## src/rtl/sdram_bist.sv

```systemverilog
`default_nettype none
// ============================================================================
// Module   : sdram_bist
// Purpose  : Built-in self test for an SDRAM controller. The test writes a
//            pattern to every word address from 0 to ADDR_LAST, reads each
//            word back, and compares it with the regenerated pattern. It
//            reports pass/fail, a saturating error count, the first failing
//            address and its read data, and a read-response timeout.
// Revision : 1.0 - initial release
// ----------------------------------------------------------------------------
// Ports
//   clk_i          sole clock (also clocks the SDRAM controller)
//   resetn_i       asynchronous active-low reset
//   start_i        one-cycle pulse; begins a test when not running
//   mode_i         pattern select, sampled on start:
//                  0 fixed, 1 address-as-data, 2 LFSR, 3 inverted fixed
//   stop_on_err_i  end the test at the first mismatch, sampled on start
//   addr_o         controller word address
//   din_o          write data to the controller
//   dout_i         read data from the controller
//   wr_o / rd_o    one-cycle write / read command strobes
//   busy_i         controller busy level
//   data_ready_i   one-cycle read-data-valid
//   running_o      test in progress
//   done_o         test finished (held until the next start)
//   pass_o/fail_o  result, valid while done_o is high
//   timeout_o      a read never returned data
//   err_count_o    saturating mismatch count
//   fail_addr_o    address of the first mismatch
//   fail_data_o    read data of the first mismatch
// ============================================================================
module sdram_bist #(
   parameter int unsigned        ADDR_W    = 23,
   // Only 8 or 16 are legal data widths.
   parameter int unsigned        DATA_W    = 8,
   parameter logic [ADDR_W-1:0]  ADDR_LAST = '1,
   parameter logic [DATA_W-1:0]  PATTERN   = DATA_W'(8'h9C),
   parameter logic [15:0]        SEED      = 16'hACE1,
   parameter int unsigned        TIMEOUT   = 255
) (
   input  logic              clk_i,
   input  logic              resetn_i,
   input  logic              start_i,
   input  logic [1:0]        mode_i,
   input  logic              stop_on_err_i,
   output logic [ADDR_W-1:0] addr_o,
   output logic [DATA_W-1:0] din_o,
   input  logic [DATA_W-1:0] dout_i,
   output logic              wr_o,
   output logic              rd_o,
   input  logic              busy_i,
   input  logic              data_ready_i,
   output logic              running_o,
   output logic              done_o,
   output logic              pass_o,
   output logic              fail_o,
   output logic              timeout_o,
   output logic [15:0]       err_count_o,
   output logic [ADDR_W-1:0] fail_addr_o,
   output logic [DATA_W-1:0] fail_data_o
);

   localparam int unsigned        TMO_W    = $clog2(TIMEOUT + 1);
   localparam logic [TMO_W-1:0]   TMO_LAST = TMO_W'(TIMEOUT - 1);
   localparam int unsigned        AX_W     = (ADDR_W > DATA_W) ? ADDR_W : DATA_W;
   localparam logic [15:0]        LFSR_TAPS = 16'hB400;

   typedef enum logic [2:0] {
      IDLE     = 3'd0,
      WR_ISSUE = 3'd1,
      WR_WAIT  = 3'd2,
      RD_ISSUE = 3'd3,
      RD_WAIT  = 3'd4,
      DONE     = 3'd5
   } state_t;

   state_t              state_q;
   logic [ADDR_W-1:0]   addr_q;
   logic [DATA_W-1:0]   din_q;
   logic                wr_q;
   logic                rd_q;
   logic                running_q;
   logic                done_q;
   logic                pass_q;
   logic                fail_q;
   logic                timeout_q;
   logic [15:0]         err_count_q;
   logic [ADDR_W-1:0]   fail_addr_q;
   logic [DATA_W-1:0]   fail_data_q;
   logic [15:0]         lfsr_q;
   logic [1:0]          mode_q;
   logic                stop_q;
   logic                first_q;    // first WR_WAIT cycle: busy not yet raised
   logic                got_q;      // read data already received in RD_WAIT
   logic [TMO_W-1:0]    tmo_cnt_q;

   logic [15:0]         lfsr_step_d;
   logic [AX_W-1:0]     addr_ext_d;
   logic [DATA_W-1:0]   expect_d;
   logic [ADDR_W-1:0]   addr_inc_d;
   logic [15:0]         err_inc_d;
   logic [15:0]         err_after_d;
   logic                mismatch_d;
   logic                last_d;

   // Galois right-shift LFSR; stepped once per address advance in both
   // phases so the read phase regenerates the write-phase sequence.
   assign lfsr_step_d = {1'b0, lfsr_q[15:1]} ^ (lfsr_q[0] ? LFSR_TAPS : 16'h0000);

   // Widen the address so address-as-data zero-extends when ADDR_W < DATA_W.
   assign addr_ext_d  = AX_W'(addr_q);
   assign addr_inc_d  = addr_q + ADDR_W'(1);
   assign last_d      = (addr_q == ADDR_LAST);

   always_comb begin
      expect_d = PATTERN;
      unique case (mode_q)
         2'd0:    expect_d = PATTERN;
         2'd1:    expect_d = addr_ext_d[DATA_W-1:0];
         2'd2:    expect_d = lfsr_q[DATA_W-1:0];
         default: expect_d = ~PATTERN;
      endcase
   end

   // Only the first data_ready of a read is compared.
   assign mismatch_d  = data_ready_i && !got_q && (dout_i != expect_d);
   assign err_inc_d   = (err_count_q == 16'hFFFF) ? err_count_q : err_count_q + 16'd1;
   assign err_after_d = mismatch_d ? err_inc_d : err_count_q;

   always_ff @(posedge clk_i or negedge resetn_i) begin
      if (!resetn_i) begin
         state_q     <= IDLE;
         addr_q      <= '0;
         din_q       <= '0;
         wr_q        <= 1'b0;
         rd_q        <= 1'b0;
         running_q   <= 1'b0;
         done_q      <= 1'b0;
         pass_q      <= 1'b0;
         fail_q      <= 1'b0;
         timeout_q   <= 1'b0;
         err_count_q <= '0;
         fail_addr_q <= '0;
         fail_data_q <= '0;
         lfsr_q      <= SEED;
         mode_q      <= 2'd0;
         stop_q      <= 1'b0;
         first_q     <= 1'b0;
         got_q       <= 1'b0;
         tmo_cnt_q   <= '0;
      end else begin
         // Command strobes are single-cycle unless re-asserted below.
         wr_q <= 1'b0;
         rd_q <= 1'b0;

         unique case (state_q)
            IDLE, DONE: begin
               if (start_i) begin
                  err_count_q <= '0;
                  fail_addr_q <= '0;
                  fail_data_q <= '0;
                  done_q      <= 1'b0;
                  pass_q      <= 1'b0;
                  fail_q      <= 1'b0;
                  timeout_q   <= 1'b0;
                  addr_q      <= '0;
                  lfsr_q      <= SEED;
                  mode_q      <= mode_i;
                  stop_q      <= stop_on_err_i;
                  running_q   <= 1'b1;
                  state_q     <= WR_ISSUE;
               end
            end

            WR_ISSUE: begin
               if (!busy_i) begin
                  wr_q    <= 1'b1;
                  din_q   <= expect_d;
                  first_q <= 1'b1;
                  state_q <= WR_WAIT;
               end
            end

            WR_WAIT: begin
               // The controller raises busy one cycle after the strobe, so
               // the busy level seen on the first cycle is stale.
               if (first_q) begin
                  first_q <= 1'b0;
               end else if (!busy_i) begin
                  if (last_d) begin
                     addr_q  <= '0;
                     lfsr_q  <= SEED;
                     state_q <= RD_ISSUE;
                  end else begin
                     addr_q  <= addr_inc_d;
                     lfsr_q  <= lfsr_step_d;
                     state_q <= WR_ISSUE;
                  end
               end
            end

            RD_ISSUE: begin
               if (!busy_i) begin
                  rd_q      <= 1'b1;
                  got_q     <= 1'b0;
                  tmo_cnt_q <= '0;
                  state_q   <= RD_WAIT;
               end
            end

            RD_WAIT: begin
               if (mismatch_d) begin
                  err_count_q <= err_inc_d;
                  if (err_count_q == '0) begin
                     fail_addr_q <= addr_q;
                     fail_data_q <= dout_i;
                  end
               end
               if (data_ready_i) begin
                  got_q <= 1'b1;
               end

               if (!got_q && !data_ready_i) begin
                  // Counting starts on the rd strobe cycle, so timeout
                  // becomes visible exactly TIMEOUT cycles after rd.
                  if (tmo_cnt_q == TMO_LAST) begin
                     timeout_q   <= 1'b1;
                     err_count_q <= err_inc_d;
                     // fail_addr keeps first-failure meaning.
                     if (err_count_q == '0) begin
                        fail_addr_q <= addr_q;
                     end
                     running_q   <= 1'b0;
                     done_q      <= 1'b1;
                     pass_q      <= 1'b0;
                     fail_q      <= 1'b1;
                     state_q     <= DONE;
                  end else begin
                     tmo_cnt_q <= tmo_cnt_q + TMO_W'(1);
                  end
               end else if (mismatch_d && stop_q) begin
                  running_q <= 1'b0;
                  done_q    <= 1'b1;
                  pass_q    <= 1'b0;
                  fail_q    <= 1'b1;
                  state_q   <= DONE;
               end else if (!busy_i) begin
                  if (last_d) begin
                     running_q <= 1'b0;
                     done_q    <= 1'b1;
                     pass_q    <= (err_after_d == '0) && !timeout_q;
                     fail_q    <= !((err_after_d == '0) && !timeout_q);
                     state_q   <= DONE;
                  end else begin
                     addr_q  <= addr_inc_d;
                     lfsr_q  <= lfsr_step_d;
                     state_q <= RD_ISSUE;
                  end
               end
            end

            default: begin
               running_q <= 1'b0;
               state_q   <= IDLE;
            end
         endcase
      end
   end

   assign addr_o      = addr_q;
   assign din_o       = din_q;
   assign wr_o        = wr_q;
   assign rd_o        = rd_q;
   assign running_o   = running_q;
   assign done_o      = done_q;
   assign pass_o      = pass_q;
   assign fail_o      = fail_q;
   assign timeout_o   = timeout_q;
   assign err_count_o = err_count_q;
   assign fail_addr_o = fail_addr_q;
   assign fail_data_o = fail_data_q;

endmodule
`default_nettype wire

```

## config.mk

```make
export PLATFORM = sky130hd
export DESIGN_NAME = sdram_bist
export DESIGN_NICKNAME = d
export VERILOG_FILES = /design/src/rtl/sdram_bist.sv
export SDC_FILE = /design/constraint.sdc
export NUM_CORES = 1
export LEC_CHECK = 0
export ABC_AREA = 1
export BUFFER_PORTS_ARGS = -buffer_cell sky130_fd_sc_hd__clkbuf_2
export CORE_ASPECT_RATIO = 2
export CORE_UTILIZATION = 30
export CTS_CLUSTER_DIAMETER = 30
export CTS_CLUSTER_SIZE = 10
export DETAILED_ROUTE_END_ITERATION = 8
export PLACE_DENSITY_LB_ADDON = 0.3
export REMOVE_ABC_BUFFERS = 1
export SKIP_CTS_REPAIR_TIMING = 1
export SYNTH_ARGS = -nofsm -noshare
export SYNTH_HDL_FRONTEND = slang
export SYNTH_SLANG_ARGS = --single-unit
export TNS_END_PERCENT = 1
```

## constraint.sdc

```tcl
create_clock -name clk_i -period 2.25 [get_ports clk_i]
set_input_delay 0.3375 -clock clk_i [delete_from_list [all_inputs] [get_ports clk_i]]
set_output_delay 0.3375 -clock clk_i [all_outputs]
set_load 0.05 [all_outputs]
```

# [Word-level counts from Yosys, hierarchy flattened]
# Index checks and enable logic that the tools add are counted.
[totals] ff_bits=117 wordCells=171 out_inout_bits=85 inputBits=16
[classes] reduce_logical=31 n_eq_ne=29 muxes=86 bitwise_logic=3 add_sub_neg=3
[ops] cell="23-bit 2-to-1 mux" n=13
[ops] cell="16-bit 2-to-1 mux" n=14
[ops] cell="23-bit case mux with 3 select lines" n=1
[ops] cell="8-bit 2-to-1 mux" n=6
[ops] cell="16-bit case mux with 3 select lines" n=1
[ops] cell="23-bit case mux with 2 select lines" n=1
[ops] cell="16-bit logical NOT" n=2
[ops] cell="16-bit case mux with 2 select lines" n=1
[ops] cell="8-bit case mux with 2 select lines" n=2
[ops] cell="3-bit 2-to-1 mux" n=10
[ops] cell="2-bit != test, second input constant" n=15
[ops] cell="1-bit 2-to-1 mux" n=27
[ops] cell="8-bit case mux with 3 select lines" n=1
[ops] cell="23-bit by 1-bit adder with 23-bit output, second input constant" n=1
[ops] cell="23-bit == test, second input constant" n=1
[ops] cell="16-bit by 1-bit adder with 16-bit output, second input constant" n=1
[ops] cell="16-bit == test, second input constant" n=1
[ops] cell="15-bit by 16-bit bitwise XOR with 16-bit output" n=1
[ops] cell="3-bit case mux with 5 select lines" n=1
[ops] cell="1-bit case mux with 2 select lines" n=6
[ops] cell="4-bit AND reduction" n=3
[ops] cell="5-bit AND reduction" n=2
[ops] cell="8-bit by 1-bit adder with 8-bit output, second input constant" n=1
[ops] cell="8-bit == test, second input constant" n=1
[ops] cell="23 further kinds" n=39

# [Depth between registers and ports, before layout]
# Gate-level depths: netlist (run 1).
[depth] word_depth=13 mapped_depth=19

# [Worst setup path after synthesis (run 1)]
# OpenSTA, ideal clock, no wires.
[synth_timing] path_type="reg2reg" from="register addr_q[1] (netlist: addr_o[1])" to="register addr_q[16] (netlist: addr_o[16])" t_arrival_ns=2.324 t_required_ns=2.123 path_buffers=1 path_stages_with_launch=16 path_slack_ns=-0.200 cell_sequence="dfrtp_1 -> ha_1 -> nand3_2 -> nor2_1 -> nand2_1 -> nor2_1 -> inv_2 -> nor2_4 -> nand2_2 -> nand3_2 -> nand2_2 -> nand2_2 -> inv_4 -> buf_6 -> o211ai_1 -> o21ai_1"
[synth_via] elab_chain_len=6 word_cells_on_any_way=17
[synth_lines] item="start, declared" line="78" text="logic [ADDR_W-1:0] addr_q;"
[synth_lines] item="start signal, assigned" line="195" text="addr_q <= addr_inc_d;"
[synth_lines] item="start signal, assigned" line="255" text="addr_q <= addr_inc_d;"
[synth_lines] item="23-bit by 1-bit adder with 23-bit output / 8-bit case mux with 3 select lines (equally long branches)" line="112, 117"
[synth_lines] item="23-bit 2-to-1 mux / 8-bit != test (equally long branches)" line="248, 126"
[synth_lines] item="23-bit 2-to-1 mux / 1-bit logical AND (equally long branches)" line="247, 126"
[synth_lines] item="23-bit 2-to-1 mux / 1-bit logical AND (equally long branches)" line="241" text="end else if (mismatch_d && stop_q) begin"
[synth_lines] item="23-bit 2-to-1 mux / 2-bit != test (equally long branches)"
[synth_lines] item="23-bit case mux with 3 select lines / 8-bit AND reduction (equally long branches)"
# Parallel ways exist; a longest one is shown, timed or not. The select of a mux whose other input is x is not followed.
# A chain may end at the register's enable or synchronous reset.

# [Worst setup path in the final report (run 1)]
[layout_timing] from="register mode_q[1]" to="register state_q[0]"
[layout_via] elab_chain_len=8 word_cells_on_any_way=12
[layout_lines] item="start, declared" line="91" text="logic [1:0] mode_q;"
[layout_lines] item="start signal, assigned" line="168" text="mode_q <= mode_i;"
[layout_lines] item="2-bit == test (tied with other cells)" line="117" text="unique case (mode_q)"
[layout_lines] item="8-bit case mux with 3 select lines *" line="117"
[layout_lines] item="8-bit != test *" line="126" text="assign mismatch_d = data_ready_i && !got_q && (dout_i != expect_d);"
[layout_lines] item="1-bit logical AND *" line="126"
[layout_lines] item="1-bit logical AND *" line="241"
[layout_lines] item="3-bit 2-to-1 mux" line="241"
[layout_lines] item="3-bit 2-to-1 mux" line="223" text="if (!got_q && !data_ready_i) begin"
[layout_lines] item="3-bit case mux with 5 select lines" line="156" text="unique case (state_q)"
[layout_lines] item="end signal, assigned" line="237" text="state_q <= DONE;"
[layout_lines] item="end signal, assigned" line="246" text="state_q <= DONE;"
[layout_lines] item="end signal, assigned" line="253" text="state_q <= DONE;"
[layout_lines] item="end, declared" line="77" text="state_t state_q;"
# Mark *: on every way between the ends. The rest lies on a longest branch, timed or not.

==> results.md, run 1 <==
- Largest net degree at the start of global routing: 50
- Status: complete, no violations
- VDD IR max: 0.000655 V
- Max FO, Critical Path: 8
- # setup viols final: 0
- DP HPWL: 20800 µm
- CTS tree: built
- Gate power share: 0.542
- Vias per Instance: between 5 and 6
- Slew headroom: 0.578
- DIE HEIGHT: 223 µm
- CP startpoint: mode_q[1]
- Startpoint Class: register
- Setup crit end kind: register
- Ant. Diodes: 0
- Post-layout util: 0.430
- Crit path DAT: 2.56 ns
- Reg area: 2940 µm²
- WL final: ~28000 µm
- Via Count: between 8k and 9k
- Met1 wire length: between 9000 and 10000 µm
- Drt initial violations: 440
- DRC viols: 0
- CTS sink cnt: 117
- Worst reg-to-reg setup slack: between 0.01 and 0.015 ns
- RSZ-0062 raised after global routing: true
- YS warnings: 0
- Rows: 80
- Placer Congestion: 0.921
- Max Fclk: 447 MHz
- Setup crit end: state_q[0]
- Die width: ~110 µm
- Initial Util: 0.307
- Pre-CTS setup slack: -0.0606 ns
- Most frequent cells in the layout: nand2_1, buf_4, dfrtp_1
- Seq/Total Area, Yosys: 0.400
- TritonRoute pass-1 iters: 5
- WP data required: about 2.6 ns
- Fillers: between 2k and 2.5k
- RR Startpoint: mode_q[1]
- Top Layer Used: met4
- Multi-input logic area: 4050 µm²
- Root buffer cell: clkbuf_16
- P_int: approximately 0.0070 W
- Tmin final: about 2.2 ns
- Max_cap viols: 0
- Setup CP Type: register to register
- Number of port buffers: 100
- Clock buffer depth: 2
- Synth cell types: between 40 and 50
- GRT Total Usage: 0.221
- Flop pwr share: 0.247
- Wire length on met2: roughly 16000 µm
- Most common cell after layout, fill and taps aside: nand2_1
- Total Power: 0.0135 W
- Sw Share: 0.483
- Layout cells sized above 1: 0.312
- Total core area: about 24000 µm²
- Synth Register Bits: around 120
- Area growth syn-to-layout: 40.2%
- H-tree levels: 4
- DR WL/cell: 18.3 µm
- Pwr/cell area: between 1000 and 1500 nW/µm²
- Post-synth top area cell: dfrtp_1
- Period utilisation layout: 0.995
- Setup Skew: between 0.01 and 0.015 ns
- Post-synth EDFFs: 0
- Worst slew pin tran: 0.633 ns
- Num ports: roughly 100
- DR WL met3: roughly 1000 µm
- Vias in the first global route: a little under 8k
- Post-Syn Instances: between 1k and 1.5k
- Final setup margin: about 0.011 ns
- Fin nets: ~1.3k
- Leak Pwr: 4.84 nW
- Async set or reset register ratio after synthesis: 1.00
- Antenna violations before repair: 0
- Fin Hold WS: about 0.12 ns
- Synth top area share: 0.371
- Average cell area after synthesis: approximately 7 µm²
- First-pass GRT wire length: 41700 µm
- Fin. max-slew vios: 0
- Synth area leaders: dfrtp_1, nand2_1, o21ai_0
- R2r worst-path depth: 15
- Clk_lat worst skew: 0.44 ns
- R2R Path End: state_q[0]
- Clock slew at reported path FFs: 0.06 ns
- Antenna-violating nets left: 0
- Final hold violation count: 0
- Cell Area, Synth: 7340 µm²
- DIE AREA: approximately 25000 µm²
- Num CTS Buffers: 17
- Total congestion overflow: 0
- Clock power share: 0.211
- Switch Pwr: about 0.0065 W
- Main synth FF type: dfrtp_1
- Hold Path Class: input pin to register
-- layout make-up --
cell class              instances  share of cell area
clock buffers                  18              0.0417
clock inverters                14              0.0173
repair inverters                1            0.000851
flip-flops and latches        117               0.286
inverters                     120              0.0452
repair buffers                247               0.181
well taps                     287              0.0349
multi-input cells             748               0.394
-- flip-flops by register name, indices dropped and copies added, names as in the netlist, 2 cells and up --
name,flops
state_q,3
din_o,8
tmo_cnt_q,8
fail_addr_o,23
mode_q,2
err_count_o,16
fail_data_o,8
addr_o,23
lfsr_q,16
-- synthesized netlist by cell type, types with 2 or more instances --
cell      number
nand2_1      250
dfrtp_1      109
inv_1        109
o21ai_0       90
nor2_1        83
nand3_1       71
a21oi_1       57
nor3_1        29
o22ai_1       28
o21ai_1       21
o21a_1        17
xor2_1        16
buf_2         15
nand4_1       15
clkbuf_1      12
inv_2         10
dfstp_2        8
o21ai_2        7
nor2_2         6
buf_6          5
ha_1           5
nand3b_1       5
nor4_1         5
a22oi_1        4
a31oi_1        4
buf_4          4
nand2_2        4
nor2_4         4
o211ai_1       4
o31ai_1        3
nand3_2        2
nor4_2         2
-- worst min-delay path by stage --
stage | start | to | slack [ns] | cells past startpoint
floorplan | resetn_i | addr_o[0] | 0.04 | 0
global placement | resetn_i | fail_addr_o[6] | 0.32 | 1
detailed placement | resetn_i | fail_addr_o[6] | 0.33 | 1
CTS | resetn_i | fail_addr_o[13] | -0.14 | 1
global route | stop_on_err_i | stop_q | 0.12 | 3
finish | stop_on_err_i | stop_q | 0.12 | 3
-- power by group through the flow --
stage / clock, W / sequential (W) / combinational, W
floorplan: 0 / 0.00472 / 0.00278
detailed placement: 0 / 0.00337 / 0.00651
finish: 0.00285 / 0.00335 / 0.00733
CTS: 0.00289 / 0.00334 / 0.00653
global route: 0.00299 / 0.00342 / 0.00789
global placement: 0 / 0.00335 / 0.00644
-- critical path: stages (launching register included) --
cell and delay (ns):
dfrtp_1 0.41, buf_6 0.16, o21ai_4 0.17, nand2_1 0.08
nand2_1 0.05, nand2_1 0.05, nand2_2 0.08, nor2_4 0.05
nand2_8 0.14, nand3_4 0.12, buf_6 0.15, nand2_2 0.06
nand2_2 0.06, nor4_4 0.29, buf_4 0.18, o21ai_0 0.07
-- kinds of logic after synthesis --
| family | after synthesis | synth area share |
|---|---|---|
| adders and majority gates | 5 | 0.00852 |
| and+or+nand+nor | 485 | 0.297 |
| xor gates and xnor gates | 17 | 0.0203 |
| DFF | 117 | 0.400 |
| AOI/OAI and AO/OA | 238 | 0.182 |
| buffers and inverters | 158 | 0.0923 |
-- metal layers --
layer,global-route usage,up-vias
met5,0,-
met4,0.178,0
met3,0.0342,109
met2,0.414,264
met1,0.210,3819
li1,-,3880
-- through the flow --
stage               cells  TNS, ns  instance area (µm²)
floorplan             982   -36.05                 7120
global placement     1500  -0.0147                 9090
detailed placement   1500   -0.606                 9090
CTS                  1532    -1.35                 9700
global route         1552   -0.847                10300
finish               1552        0                10300
Power figures use the tool's default switching activity.
==> run 2, diff against run 1 <==
--- a/config.mk
+++ b/config.mk
@@ -8,7 +8,7 @@
 export ABC_AREA = 1
 export BUFFER_PORTS_ARGS = -buffer_cell sky130_fd_sc_hd__clkbuf_2
 export CORE_ASPECT_RATIO = 2
-export CORE_UTILIZATION = 30
+export CORE_UTILIZATION = 50
 export CTS_CLUSTER_DIAMETER = 30
 export CTS_CLUSTER_SIZE = 10
 export DETAILED_ROUTE_END_ITERATION = 8
==> run 2 against run 1 <==
Against the previous run:
- the flow now finishes with violations (design-rule violations, negative setup slack)
- sequential share of layout area increased by 0.99 points
- sequential power increased by 1%
- clock skew barely moved
- wire length is 8.0% lower
- power fell by 2.8%
- critical endpoint is now fail_o
==> results.md, run 2 (synthesis gave the netlist of run 1 again) <==
- WL final: 26200 µm (-8.0%)
- Met3 GRT Util: 0.0610 (+0.0267)
- Period utilisation layout: 1.04 (+0.0480)
- Design Area, Final: 9950 µm² (-3.4%)
- Final hold violation count: 0 (unchanged)
- Initial Util: 0.512 (+0.205)
- VDD IR max: 0.000831 V (+27%)
- Final non-filler cell total: 1439 (-7.3%)
- Hold depth: 3 (unchanged)
- Vias per Instance: 5.84 (+12%)
- Ant. Diodes: 0 (unchanged)
- DIE AREA: 15200 µm² (-40%)
- RSZ-0062 raised after global routing: true
- Crit path DAT: 2.66 ns (+0.10 ns)
- Setup CP Type: register to register
- Number of port buffers: 100 (unchanged)
- Hold Path Class: input pin to register
- Die width: 87.7 µm (-22%)
- Fin Hold WS: 0.102 ns (-0.0158 ns)
- Area growth syn-to-layout: 35.5%
- Layout cells sized above 1: 0.315 (+0.00290)
- Max Fclk: 426 MHz (-4.6%)
- Clock buffer depth: 2 (unchanged)
- GRT Total Usage: 0.337 (+0.115)
- Fin nets: 1255 (-1.4%)
- DRC viols: 1 (+1)
- Leak Pwr: 4.75 nW (-2.0%)
- CTS sink cnt: 117 (unchanged)
- R2r worst-path depth: 18 (+3)
- Slew headroom: 0.732 (+0.154)
- TritonRoute pass-1 iters: 8 (+3)
- Tmin final: 2.35 ns (+0.108 ns)
- Met1 usage: 0.327 (+0.117)
- DR WL/cell: 18.2 µm (-0.81%)
- Max_cap viols: 0 (unchanged)
- Total core area: 14400 µm² (-40%)
- Most Crowded Layer GR: met2
- Pwr/cell area: 1320 nW/µm² (+0.61%)
- DIE HEIGHT: 173 µm (-22%)
- CTS tree: built
- Clock slew at reported path FFs: 0.06 ns (about the same)
- Most frequent cells in the layout: nand2_1, buf_4, dfrtp_1
- Via Count: 8408 (+4.2%)
- Rows: 62 (-23%)
- Drt initial violations: 575 (+31%)
- Vias in the first global route: 7943 (+0.74%)
- H-tree levels: 4 (unchanged)
- First-pass GRT wire length: 38800 µm (-7.1%)
- Num CTS Buffers: 17 (unchanged)
- Antenna violations before repair: 0 (unchanged)
- Fin. max-slew vios: 0 (unchanged)
- Startpoint Class: register
- # setup viols final: 12 (+12)
- Total Power: 0.0131 W (-2.8%)
- Routing usage on met2: 0.599 (+0.185)
- Failing checks: design-rule violations, negative setup slack
- Setup crit end kind: register
- Most common cell after layout, fill and taps aside: nand2_1
- Max FO, Critical Path: 8 (unchanged)
- Final setup margin: -0.0967 ns (-0.108 ns)
- Total congestion overflow: 0 (unchanged)
- Clk_lat worst skew: 0.43 ns (about the same)
- Root buffer cell: clkbuf_16
- Worst slew pin tran: 0.399 ns (-0.234 ns)
- Status: complete, but fails checks
- Num ports: 101 (unchanged)
- Setup Skew: 0.0117 ns (+0.000191 ns)
- Placer Congestion: 0.986 (+7.0%)
- Pre-CTS setup slack: -0.125 ns (-0.0647 ns)
- WP data required: 2.56 ns (about the same)
- DP HPWL: 18400 µm (-11%)
- Largest net degree at the start of global routing: 63 (+26%)
- Placed standard-cell area: 8790 µm² (-3.3%)
- Dpl cells: 1389 (-7.4%)
- Antenna-violating nets left: 0 (unchanged)
[run 2: through the flow]
| stage | TNS [ns] | utilization |
|---|---|---|
| floorplan | -36.05 | - |
| global placement | -0.495 | 0.613 |
| detailed placement | -1.10 | 0.613 |
| CTS | -1.77 | 0.654 |
| global route | -4.30 | 0.693 |
| finish | -0.504 | 0.693 |
[run 2: final cells by class]
class                      count  area [µm²]
timing repair buffer         231        1620
clock inverter                14         154
fill                        1174        4400
sequential                   117        2940
inverter                     120         458
clock buffer                  18         439
multi-input combinational    747        4100
tap                          192         240
[run 2: critical path, cell delays in order, from the launching register on]
cell and delay [ns]:
dfrtp_1 0.42, buf_6 0.17, nand2_2 0.10, nand2_2 0.09, nand2_1 0.06, nand2_1 0.08
nand3_2 0.11, nor2_4 0.14, nand2_4 0.09, buf_12 0.16, buf_12 0.14, nand3_1 0.10
nand2_1 0.10, nor2_2 0.14, inv_1 0.06, nor2_2 0.11, nand3_2 0.07, nand2_1 0.06
nand2_1 0.05
[run 2: layer usage]
metal	wire (µm)	share of wire	up-vias
met4	2230	0.085	0
met3	1590	0.061	191
met5	0	0	-
met2	13800	0.53	440
li1	-	-	3840
met1	8510	0.33	3937
[run 2: path summary, 6_finish.rpt]
kind | start | endpoint | slack, ns
max in group asynchronous | resetn_i | fail_data_o[6] | 1.25
worst max register to register | mode_q[1] | fail_o | -0.1
worst max-delay path | mode_q[1] | fail_o | -0.1
worst min-delay path | stop_on_err_i | stop_q | 0.10
min in group asynchronous | resetn_i | addr_o[19] | 0.34
worst min register to register | lfsr_q[10] | lfsr_q[10] | 0.47
[run 2: where the power goes]
part	switching [W]	total, W	internal (W)
Clock	0.00108	0.00275	0.00167
Combinational	0.00480	0.00701	0.00221
Sequential	0.000597	0.00339	0.00279
